<file path="src/rtl/pwm_multi_if.sv">
// ---------------------------------------------------------------------------
// pwm_multi_if
// Width-command write bus for pwm_multi.
//   wr_en    : one-cycle write strobe
//   wr_ch    : target channel index (CH_W bits)
//   wr_width : commanded pulse width in clocks (CNT_W bits)
// master drives the bus (controller / testbench), slave is the PWM block.
// ---------------------------------------------------------------------------
interface pwm_multi_if #(
    parameter int CH_W  = 2,
    parameter int CNT_W = 17
);
    logic             wr_en;
    logic [CH_W-1:0]  wr_ch;
    logic [CNT_W-1:0] wr_width;

    modport master (
        output wr_en,
        output wr_ch,
        output wr_width
    );

    modport slave (
        input  wr_en,
        input  wr_ch,
        input  wr_width
    );
endinterface

</file>
<file path="src/rtl/pwm_multi.sv">
// ---------------------------------------------------------------------------
// pwm_multi
// N-channel PWM generator for ESC/servo outputs sharing one frame counter.
// Widths are written into per-channel shadow registers (clamped to
// [MIN_W, MAX_W]) and copied to the active registers only at the frame
// boundary, so an output never changes width mid-frame. When disarmed or
// after FAILSAFE_FRAMES frames without a valid write, every channel is
// driven at IDLE_W.
//
// Ports:
//   i_osc_clk     : internal oscillator clock
//   i_rst_n       : asynchronous active-low reset
//   i_arm         : 1 = commanded widths, 0 = IDLE_W (sampled at boundary)
//   wr_if         : width write bus (slave modport)
//   o_pwm_out     : registered PWM outputs, one per channel
//   o_frame_start : one-cycle pulse while the frame counter is 0
//   o_failsafe    : command-loss status
// ---------------------------------------------------------------------------
module pwm_multi #(
    parameter int CHANNELS        = 4,
    parameter int CNT_W           = 17,
    parameter int PERIOD          = 106400,
    parameter int MIN_W           = 53200,
    parameter int MAX_W           = 103200,
    parameter int IDLE_W          = 33200,
    parameter int FAILSAFE_FRAMES = 50,
    parameter int CH_W            = (CHANNELS > 1) ? $clog2(CHANNELS) : 1
) (
    input  logic                i_osc_clk,
    input  logic                i_rst_n,
    input  logic                i_arm,
    pwm_multi_if.slave          wr_if,
    output logic [CHANNELS-1:0] o_pwm_out,
    output logic                o_frame_start,
    output logic                o_failsafe
);

    localparam logic [CNT_W-1:0] CNT_LAST = CNT_W'(PERIOD - 1);
    localparam logic [CNT_W-1:0] W_MIN    = CNT_W'(MIN_W);
    localparam logic [CNT_W-1:0] W_MAX    = CNT_W'(MAX_W);
    localparam logic [CNT_W-1:0] W_IDLE   = CNT_W'(IDLE_W);

    // Loss counter only needs to reach FAILSAFE_FRAMES before saturating.
    localparam int               LOSS_W    = (FAILSAFE_FRAMES > 0) ?
                                             $clog2(FAILSAFE_FRAMES + 1) : 1;
    localparam logic [LOSS_W-1:0] LOSS_MAX  = LOSS_W'(FAILSAFE_FRAMES);
    localparam logic [LOSS_W-1:0] LOSS_LAST = LOSS_W'(FAILSAFE_FRAMES - 1);

    logic [CNT_W-1:0]               r_cnt;
    logic                           r_frame_start;
    logic [LOSS_W-1:0]              r_loss;
    logic                           r_failsafe;
    logic [CHANNELS-1:0][CNT_W-1:0] r_shadow;
    logic [CHANNELS-1:0][CNT_W-1:0] r_active;
    logic [CHANNELS-1:0]            r_pwm;

    logic                           w_boundary;
    logic                           w_wr_valid;
    logic                           w_use_idle;
    logic [CNT_W-1:0]               w_clamped;

    // -----------------------------------------------------------------------
    // Combinational decode
    // -----------------------------------------------------------------------
    assign w_boundary = (r_cnt == CNT_LAST);

    // Out-of-range channel writes are dropped completely: they neither land
    // in a shadow nor count as command traffic for the failsafe.
    assign w_wr_valid = wr_if.wr_en && (int'(wr_if.wr_ch) < CHANNELS);

    // Registered failsafe (not the next-state) gates the transfer, so the
    // boundary on which failsafe rises still transfers the shadows.
    assign w_use_idle = r_failsafe || !i_arm;

    always_comb begin
        w_clamped = wr_if.wr_width;
        if (wr_if.wr_width < W_MIN) begin
            w_clamped = W_MIN;
        end else if (wr_if.wr_width > W_MAX) begin
            w_clamped = W_MAX;
        end
    end

    // -----------------------------------------------------------------------
    // Frame counter and frame_start
    // -----------------------------------------------------------------------
    always_ff @(posedge i_osc_clk or negedge i_rst_n) begin
        if (!i_rst_n) begin
            r_cnt         <= '0;
            r_frame_start <= 1'b0;
        end else begin
            r_cnt         <= w_boundary ? '0 : r_cnt + 1'b1;
            r_frame_start <= w_boundary;
        end
    end

    // -----------------------------------------------------------------------
    // Command-loss failsafe
    // A valid write wins over a boundary increment landing on the same clock.
    // Failsafe comes out of reset asserted: no command has been seen yet.
    // -----------------------------------------------------------------------
    always_ff @(posedge i_osc_clk or negedge i_rst_n) begin
        if (!i_rst_n) begin
            r_loss     <= '0;
            r_failsafe <= 1'b1;
        end else if (w_wr_valid) begin
            r_loss     <= '0;
            r_failsafe <= 1'b0;
        end else if (w_boundary && (r_loss != LOSS_MAX)) begin
            r_loss <= r_loss + 1'b1;
            if (r_loss == LOSS_LAST) begin
                r_failsafe <= 1'b1;
            end
        end
    end

    // -----------------------------------------------------------------------
    // Per-channel shadow / active / output
    // A write on the boundary clock updates the shadow while the active
    // register is loaded from the old shadow value in the same edge, so
    // that write waits for the following boundary.
    // -----------------------------------------------------------------------
    for (genvar g = 0; g < CHANNELS; g++) begin : g_ch
        always_ff @(posedge i_osc_clk or negedge i_rst_n) begin
            if (!i_rst_n) begin
                r_shadow[g] <= W_IDLE;
            end else if (w_wr_valid && (wr_if.wr_ch == CH_W'(g))) begin
                r_shadow[g] <= w_clamped;
            end
        end

        always_ff @(posedge i_osc_clk or negedge i_rst_n) begin
            if (!i_rst_n) begin
                r_active[g] <= W_IDLE;
            end else if (w_boundary) begin
                r_active[g] <= w_use_idle ? W_IDLE : r_shadow[g];
            end
        end

        // High for exactly active clocks per frame; 0 -> always low,
        // PERIOD -> always high since cnt never exceeds PERIOD-1.
        always_ff @(posedge i_osc_clk or negedge i_rst_n) begin
            if (!i_rst_n) begin
                r_pwm[g] <= 1'b0;
            end else begin
                r_pwm[g] <= (r_cnt < r_active[g]);
            end
        end
    end

    assign o_pwm_out     = r_pwm;
    assign o_frame_start = r_frame_start;
    assign o_failsafe    = r_failsafe;

endmodule

</file>
<file path="src/flat_wrapper.sv">
// flat-port wrapper written by rule: the top's interface ports become plain ports
module pwm_multi_flat 
#(
    parameter int CHANNELS        = 4,
    parameter int CNT_W           = 17,
    parameter int PERIOD          = 106400,
    parameter int MIN_W           = 53200,
    parameter int MAX_W           = 103200,
    parameter int IDLE_W          = 33200,
    parameter int FAILSAFE_FRAMES = 50,
    parameter int CH_W            = (CHANNELS > 1) ? $clog2(CHANNELS) : 1
)
  (i_osc_clk, i_rst_n, i_arm, o_pwm_out, o_frame_start, o_failsafe, wr_if_wr_en, wr_if_wr_ch, wr_if_wr_width);
  pwm_multi_if #(.CH_W(CH_W), .CNT_W(CNT_W)) wr_if_i ();
  input  logic i_osc_clk;
  input  logic i_rst_n;
  input  logic i_arm;
  output logic [CHANNELS-1:0] o_pwm_out;
  output logic o_frame_start;
  output logic o_failsafe;
  input wire logic [$bits(wr_if_i.wr_en)-1:0] wr_if_wr_en;
  input wire logic [$bits(wr_if_i.wr_ch)-1:0] wr_if_wr_ch;
  input wire logic [$bits(wr_if_i.wr_width)-1:0] wr_if_wr_width;
  assign wr_if_i.wr_en = wr_if_wr_en;
  assign wr_if_i.wr_ch = wr_if_wr_ch;
  assign wr_if_i.wr_width = wr_if_wr_width;
  pwm_multi #(.CHANNELS(CHANNELS), .CNT_W(CNT_W), .PERIOD(PERIOD), .MIN_W(MIN_W), .MAX_W(MAX_W), .IDLE_W(IDLE_W), .FAILSAFE_FRAMES(FAILSAFE_FRAMES), .CH_W(CH_W)) u_core (.i_osc_clk(i_osc_clk), .i_rst_n(i_rst_n), .i_arm(i_arm), .wr_if(wr_if_i), .o_pwm_out(o_pwm_out), .o_frame_start(o_frame_start), .o_failsafe(o_failsafe));
endmodule
</file>
<file path="config.mk">
export PLATFORM = sky130hd
export DESIGN_NAME = pwm_multi_flat
export DESIGN_NICKNAME = d
export VERILOG_FILES = /design/src/rtl/pwm_multi_if.sv /design/src/rtl/pwm_multi.sv /design/src/flat_wrapper.sv
export SDC_FILE = /design/constraint.sdc
export NUM_CORES = 1
export LEC_CHECK = 0
export BUFFER_PORTS_ARGS = -buffer_cell sky130_fd_sc_hd__buf_2
export CAP_MARGIN = 20
export CORE_MARGIN = 3
export CORE_UTILIZATION = 39
export CTS_CLUSTER_DIAMETER = 40
export DETAILED_ROUTE_END_ITERATION = 8
export MAX_ROUTING_LAYER = met4
export PLACE_DENSITY = 0.55
export SLEW_MARGIN = 40
export SYNTH_ARGS = -nofsm -noshare
export SYNTH_HDL_FRONTEND = slang
export SYNTH_SLANG_ARGS = --single-unit
</file>
<file path="constraint.sdc">
create_clock -name i_osc_clk -period 2.15 [get_ports i_osc_clk]
set_clock_uncertainty 0.05 [all_clocks]
set_input_delay 0.215 -clock i_osc_clk [delete_from_list [all_inputs] [get_ports i_osc_clk]]
set_output_delay 0.215 -clock i_osc_clk [all_outputs]
set_load 0.05 [all_outputs]
</file>
-- Yosys cells after proc, flatten, opt, wreduce, memory -nomap -nowiden
Index checks and enable logic that the tools add are counted.
- add/subtract/negate cells: 2
- order comparisons: 6
- equality and inequality tests: 6
- muxes and demuxes: 12
- reductions and logical operators: 11
- operators by type and width (operator ; number):
    2-to-1 mux 17 bit ; 7
    < comparator 17 bit ; 4
    adder 17 x 1 -> 17 bit, second input constant ; 1
    == test 17 bit, second input constant ; 1
    > comparator 17 bit, second input constant ; 1
    < comparator 17 x 16 -> 1 bit, second input constant ; 1
    2-to-1 mux 6 bit ; 2
    adder 6 x 1 -> 6 bit, second input constant ; 1
    == test 6 bit, second input constant ; 1
    != test 6 bit, second input constant ; 1
    logical AND 1 bit ; 5
    == test 2 bit, second input constant ; 2
    nonzero test 2 bit ; 2
    2-to-1 mux 1 bit ; 3
    == test 2 x 1 -> 1 bit, second input constant ; 1
    zero test 2 bit ; 1
    AND reduction 2 bit ; 1
    zero test 1 bit ; 1
    logical OR 1 bit ; 1
- register bits after elaboration: 165
- input port bits: 23
- output and inout bits: 6
- word-level logic and storage cells: 53

-- Logic depth before layout (Yosys ltp)
Gate-level depths: netlist (run 1).
- word-level depth: 4
- gate-level depth with buffers: 7
- mapped depth without buffers: 7

-- Worst setup path before layout (run 1)
OpenSTA, ideal clock, no wires.
- path kind: flip-flop to flip-flop
- start point: reg u_core.r_cnt[1]
- end point: reg u_core.r_active[15] (netlist name)
- library setup time: 0.082 ns
- arrival: 1.896 ns
- data required time: 2.018 ns
- slack: 0.122 ns
- cell stages (with the launch flop): 8
- path buffers: 2
- clock period less this slack: 2.028 ns
- cells stage by stage: dfrtp_1 > ha_1 > nand4bb_1 > or4_4 > buf_6 > buf_6 > nor3_1 > a21oi_1
- word-level cells in the longest chain between the ends: 1
- ends and longest elaborated chain (item ; RTL line ; source):
    from (decl) ; pwm_multi.sv:49 ; logic [CNT_W-1:0] r_cnt;
    from (signal assigned) ; pwm_multi.sv:92 ; r_cnt <= w_boundary ? '0 : r_cnt + 1'b1;
    == test 17 bit ; pwm_multi.sv:65 ; assign w_boundary = (r_cnt == CNT_LAST);
    to (signal, indexed assignment) ; pwm_multi.sv:136 ; r_active[g] <= w_use_idle ? W_IDLE : r_shadow[g];
    to (decl) ; pwm_multi.sv:54 ; logic [CHANNELS-1:0][CNT_W-1:0] r_active;
Every way passes these cells.
A chain may end at the register's enable or synchronous reset.

-- Worst setup path after layout (run 1)
- start point: reg u_core.r_cnt[5]
- end point: reg u_core.r_pwm[0], in the netlist u_core.o_pwm_out[0]
- word-level cells in the longest chain between the ends: 1
- ends and longest elaborated chain (item ; RTL line ; source):
    < comparator 17 bit ; pwm_multi.sv:146 ; r_pwm[g] <= (r_cnt < r_active[g]);
    to (signal, indexed assignment) ; pwm_multi.sv:146 ;
    to (decl) ; pwm_multi.sv:55 ; logic [CHANNELS-1:0] r_pwm;
Every way passes these cells.

==> results.toml, run 1 <==
[outcome]
outcome = "finished clean"

[clock_tree]
cts_buffers = 17
root_buffer = "clkbuf_16"
htreeDepth = 4
clock_path_buffers = 2
clk-insertion-delay-late_ns = 0.44
cts_tree = "built"
cts_num_sinks = 165
clk_pin_slew_worst_paths_ns = 0.07

[place]
io_buffers = 28
hpwl_mm = 14.1
gp_congestion = 0.842
dpl-instance-area_um2 = 8950
dp.cells = 1132
pre_cts_slack_ns = 0.0898

[final_layout]
final_cell_mix = "dfrtp_1, o21ai_0, nand2_1, nand3_1, ha_1"
drive_above_1_share_pct = 20.3
nFillCells = 1935
syn_to_final_growth_pct = 17.4
final_util_pct = 46.9
finish.instance_area_um2 = 9560
num_antenna_cells = 0
layoutNonFillerInstCount = 1167
nets = 975
final_common_cell = "dfrtp_1"

[run]
maxCapViolCount = 0

[detailed_routing]
ant_nets = 0
wl_per_cell_um = 17.0
first_iter_violations = 295
drc = 0
dr.pass1.iters = 5
vias = 6009
via_per_inst = 5.15
wl_mm = 19.9

[logic_synthesis]
synth_cells = 820
yosysUniqueCellTypes = 49
synthAdderAreaFrac_pct = 10.5
synthXorXnorAreaFrac_pct = 2.04
synth_compound_area_share_pct = 14.3
synth-seq-cells = 165
syn_nets = 911
synth_top_family_by_area = "simple AND/OR/NAND/NOR gates"
ys.flop_type = "dfrtp_1"
async_reset_ff_share_pct = 100
ys_warn_count = 0
netlist_area_um2 = 8140
synth.area.mux_share_pct = 0.692
synth_edf_count = 0
syn_area_per_cell_um2 = 9.93
ys_seq_area_share_pct = 51.4
synthSimpleGateAreaFrac_pct = 16.0

[power_and_ir_drop]
power_mw = 7.00
vdd_drop_max_v = 0.000568
leakage_nw = 4.66
power_density_nw_per_um2 = 732

[hold_path]
hold_class = "in -> reg"
hp-start = "wr_if_wr_en"
hold_end = "u_core.o_failsafe"
min_path_cells = 2

[timing]
tightest_slew_ns = 0.695
hold_violations = 0
rsz0062_at_grt = "false"
relSlewSlack_pct = 53.7
fin_crit_sh_pct = 93.4
slew_violations = 0
fmax_ghz = 0.498
fin_tns_setup_ns = 0
finalWorstSetupSlack_ns = 0.143
holdWs_ns = 0.0636
finalCriticalPeriod_ns = 2.01
setup_viol = 0

[setup_path]
crit_path_max_fanout = 7
r2r_setup_slack_ns = 0.14
worstPathRequired_ns = 2.43
reg2reg_from = "u_core.r_cnt[5]"
cp-start-kind = "register"
slowest_delay_ns = 0.40
ff2ff_path_depth = 7
critical_path_class = "reg -> reg"
critPathArrivalTime_ns = 2.29
crit_chain = "buf_4 > ha_1 > a21oi_1 > a21o_1 > o311a_1 > o21ai_0 > a221oi_2"
r2r_end = "u_core.o_pwm_out[0]"
endpoint_kind = "register"
slowest_stage = "dfrtp_1"

[global_routing]
grt_use_met2_pct = 29.2
grt_pass1_wl_mm = 32.8
busiest_layer = "met2"
grt_pass1_vias = 5891
grt_use_met1_pct = 27.8
grt_max_degree = 59
antenna_found_initial = 0
met3_usage_pct = 2.65
track_usage_pct = 19.4
overflow = 0

[floorplan]
die_w_um = 150
row_count = 52
die-area_um2 = 22600
core_area_um2 = 20400
initial_core_util_pct = 40.0
die_h_um = 150
top_level_ports = 29
[layer usage]
layer,routed length [µm],vias to the layer above
li1,-,2998
met1,9910,2905
met2,9090,90
met3,599,16
met4,256,0
met5,0,-
[kinds of logic after synthesis]
group | Yosys count
muxes | 5
xor gates and xnor gates | 19
buffers and inverters | 106
DFF | 165
and+or+nand+nor | 255
AOI/OAI and AO/OA | 202
adders and majority gates | 68
[synth_stat cells (6+ instances only)]
cell | n | area share, %
nor3_1 | 15 | 0.92
o21ai_0 | 114 | 7.0
inv_1 | 67 | 3.1
ha_1 | 68 | 10
nand4_1 | 10 | 0.77
nor3_2 | 11 | 1.4
xor2_1 | 10 | 1.1
nand3_1 | 75 | 4.6
xnor2_1 | 9 | 0.97
a21oi_1 | 38 | 2.3
nand2_1 | 85 | 3.9
a31oi_1 | 6 | 0.46
dfrtp_1 | 124 | 38
a21o_1 | 20 | 1.8
clkbuf_1 | 29 | 1.3
nor2_1 | 24 | 1.1
dfstp_2 | 41 | 13
[flip-flops by register name (all words and copies together) (netlist names)]
name,cells
u_core.o_pwm_out,4
u_core.o_failsafe,1
u_core.r_shadow,68
u_core.r_active,68
u_core.r_loss,6
u_core.o_frame_start,1
u_core.r_cnt,17
[critical path: cells and delay by family, from the launching register on]
kind | cells | cell delay (ns)
AOI/OAI and AO/OA | 5 | 0.98
DFF | 1 | 0.40
adders and majority gates | 1 | 0.31
buffers and inverters | 1 | 0.18
[final cells by class]
cell class	count	area (µm²)	area share, %
Clock buffer	18	439	4.59
Clock inverter	14	138	1.44
Inverter	67	251	2.63
Multi-Input combinational cell	549	3550	37.2
Sequential cell	165	4180	43.7
Tap cell	270	338	3.53
Timing Repair Buffer	84	657	6.87
[worst max-delay path by stage]
| stage | from | end | slack (ns) | cells past startpoint |
|---|---|---|---|---|
| 3_3_place_gp | u_core.r_active[7] | u_core.o_pwm_out[0] | 0.12 | 7 |
| 2_1_floorplan | u_core.r_cnt[1] | u_core.r_active[15] | 0.12 | 7 |
| 6_report | u_core.r_cnt[5] | u_core.o_pwm_out[0] | 0.14 | 7 |
| 4_1_cts | u_core.r_active[5] | u_core.o_pwm_out[0] | 0.08 | 7 |
| 5_1_grt | u_core.r_cnt[7] | u_core.o_pwm_out[1] | 0.006 | 7 |
| 3_5_place_dp | u_core.r_active[5] | u_core.o_pwm_out[0] | 0.09 | 7 |
[report_power, final]
part           switching, mW  leakage, nW  internal, mW
registers              0.127         1.81          3.40
clock network           1.42        0.279          1.57
logic                  0.314         2.57         0.174
[what timing repair did]
action / in CTS / in global routing
setup buffers: 0 / 2
hold buffers: 1 / 0
endpoints found under the setup margin: 0 / 3
endpoints found under the hold margin: 32 / 0
resized for setup: 0 / 2
Note: power is estimated with default switching activity, not from simulation.
==> inputs of run 2 (changes only) <==
--- a/config.mk
+++ b/config.mk
@@ -8,11 +8,12 @@
 export BUFFER_PORTS_ARGS = -buffer_cell sky130_fd_sc_hd__buf_2
 export CAP_MARGIN = 20
 export CORE_MARGIN = 3
-export CORE_UTILIZATION = 39
+export CORE_UTILIZATION = 24
 export CTS_CLUSTER_DIAMETER = 40
 export DETAILED_ROUTE_END_ITERATION = 8
 export MAX_ROUTING_LAYER = met4
-export PLACE_DENSITY = 0.55
+export PLACE_DENSITY = 0.38
+export SKIP_LAST_GASP = 1
 export SLEW_MARGIN = 40
 export SYNTH_ARGS = -nofsm -noshare
 export SYNTH_HDL_FRONTEND = slang
==> results.toml, run 2 (synthesized netlist as in run 1, its figures left out) <==
[clock_tree]
clk-insertion-delay-late_ns = 0.43
cts_buffers = 17
clock_path_buffers = 2
htreeDepth = 4
clk_pin_slew_worst_paths_ns = 0.07
root_buffer = "clkbuf_16"
cts_tree = "built"
cts_num_sinks = 165

[run]
maxCapViolCount = 0

[final_layout]
final-seq-area_um2 = 4190
drive_above_1_share_pct = 21.3
layoutNonFillerInstCount = 1350
final_common_cell = "dfrtp_1"
finish.instance_area_um2 = 9940
top_regs = "u_core.r_active: 68 flops, u_core.r_shadow: 68 flops, u_core.r_cnt: 17 flops"
syn_to_final_growth_pct = 22.1
nets = 985
final_util_pct = 30.2
final_cell_mix = "dfrtp_1, o21ai_0, nand2_1, nand3_1, ha_1"
multiInputGateArea_um2 = 3550
nFillCells = 3494

[floorplan]
top_level_ports = 29
die_w_um = 190
die_h_um = 190
row_count = 66
die-area_um2 = 36200
initial_core_util_pct = 24.7
core_area_um2 = 32900

[timing]
rsz0062_at_grt = "true"
hold_violations = 0
slew_violations = 0
relSlewSlack_pct = 59.4
finalCriticalPeriod_ns = 2.04
fin_crit_sh_pct = 94.7
fmax_ghz = 0.491
tightest_slew_ns = 0.607
setup_viol = 0
finalWorstSetupSlack_ns = 0.114

[setup_path]
crit_path_max_fanout = 7
crit_path_end = "u_core.o_pwm_out[3]"
endpoint_kind = "register"
r2r_end = "u_core.o_pwm_out[3]"
cp-start-kind = "register"
crit_start = "u_core.r_cnt[7]"
critical_path_class = "reg -> reg"
r2r_setup_slack_ns = 0.11
critPathArrivalTime_ns = 2.32
reg2reg_from = "u_core.r_cnt[7]"
ff2ff_path_depth = 7
worstPathRequired_ns = 2.43

[power_and_ir_drop]
switching_share_pct = 24.5
p_clk_share_pct = 43.9
p_comb_share_pct = 6.9
leakage_nw = 4.73
vdd_drop_max_v = 0.000443
power_density_nw_per_um2 = 724
seqPwrFrac_pct = 49.2
p_int_mw = 5.43
power.switching_mw = 1.77

[place]
pre_cts_slack_ns = -0.00106
dpl-instance-area_um2 = 9280
gp_congestion = 0.765
hpwl_mm = 16.0
io_buffers = 28
dp.cells = 1312

[global_routing]
antenna_found_initial = 0
grt_pass1_vias = 6260
overflow = 0
track_usage_pct = 13.7
grt_pass1_wl_mm = 36.7
grt_max_degree = 47

[detailed_routing]
via_per_inst = 4.42
wl_mm = 23.0
dr.pass1.iters = 4
wl_per_cell_um = 17.0
drc = 0
vias = 5969
ant_nets = 0
first_iter_violations = 299

[outcome]
outcome = "finished clean"

[hold_path]
hold_class = "in -> reg"
run 2: cell count changes in the layout (fill, tap and decap cells not counted), sizes merged:
cell      before  now
clkinv         3    5
clkinvlp       2    4
bufinv         0    3
buf           83   92
clkbuf        18   20
inv           76   68
diode          0    1
run 2: final cells by class:
cell class	instances	share of cell area, %
clock buffers	19	4.46
flip-flops and latches	165	42.1
inverters	67	2.53
clock inverters	13	1.59
multi-input cells	549	35.7
diodes	1	0.0252
well taps	442	5.56
repair buffers	94	8.04
run 2: worst max-delay path: stages, from the launching register on:
cell and delay, ns:
dfrtp_2 0.46, buf_4 0.16, ha_1 0.28, a21o_1 0.18, a21oi_1 0.15, o311a_1 0.23, o21ai_0 0.13, a221oi_1 0.30
run 2: how the worst min path moves through the flow:
| stage | start | endpoint | slack (ns) | cells after the start |
|---|---|---|---|---|
| detailed placement | i_rst_n | u_core.r_shadow[67] | 0.15 | 1 |
| global placement | i_rst_n | u_core.r_shadow[67] | 0.14 | 1 |
| CTS | wr_if_wr_width[2] | u_core.r_shadow[19] | 0.09 | 3 |
| finish | wr_if_wr_width[2] | u_core.r_shadow[19] | 0.09 | 3 |
| global route | wr_if_wr_en | u_core.o_failsafe | 0.11 | 2 |
| floorplan | i_rst_n | u_core.o_frame_start | -0.13 | 0 |
run 2: power groups by stage:
| stage | clock network (mW) | registers [mW] | logic [mW] |
|---|---|---|---|
| 6_report | 3.16 | 3.54 | 0.500 |
| 5_1_grt | 3.37 | 3.57 | 0.593 |
| 4_1_cts | 3.26 | 3.54 | 0.516 |
| 3_5_place_dp | 0 | 3.59 | 0.513 |
| 3_3_place_gp | 0 | 3.59 | 0.507 |
| 2_1_floorplan | 0 | 3.54 | 0.270 |
run 2: repair_timing:
action	4_1_cts	5_1_grt
setup endpoints to repair	1	21
gates resized for setup	1	4
hold buffers	1	0
buffers inserted	0	3
cloned	0	1
pin swaps	0	4
endpoints found under the hold margin	28	0
run 2: per-stage QoR:
stage / power [mW] / TNS, ns / hold slack (ns)
6_report: 7.19 / 0 / 0.0937
5_1_grt: 7.53 / -0.0122 / 0.106
4_1_cts: 7.31 / 0 / 0.0913
3_5_place_dp: 4.10 / -0.00106 / 0.145
3_3_place_gp: 4.09 / -0.00469 / 0.142
2_1_floorplan: 3.81 / 0 / -0.131
run 2: per-layer routing:
metal	GRT usage, %	up-vias	part of all wire (%)
met1	18.9	2860	52
met2	20.9	84	44
met4	3.61	0	1.2
met5	-	-	0
li1	-	3008	-
met3	2.34	17	2.7
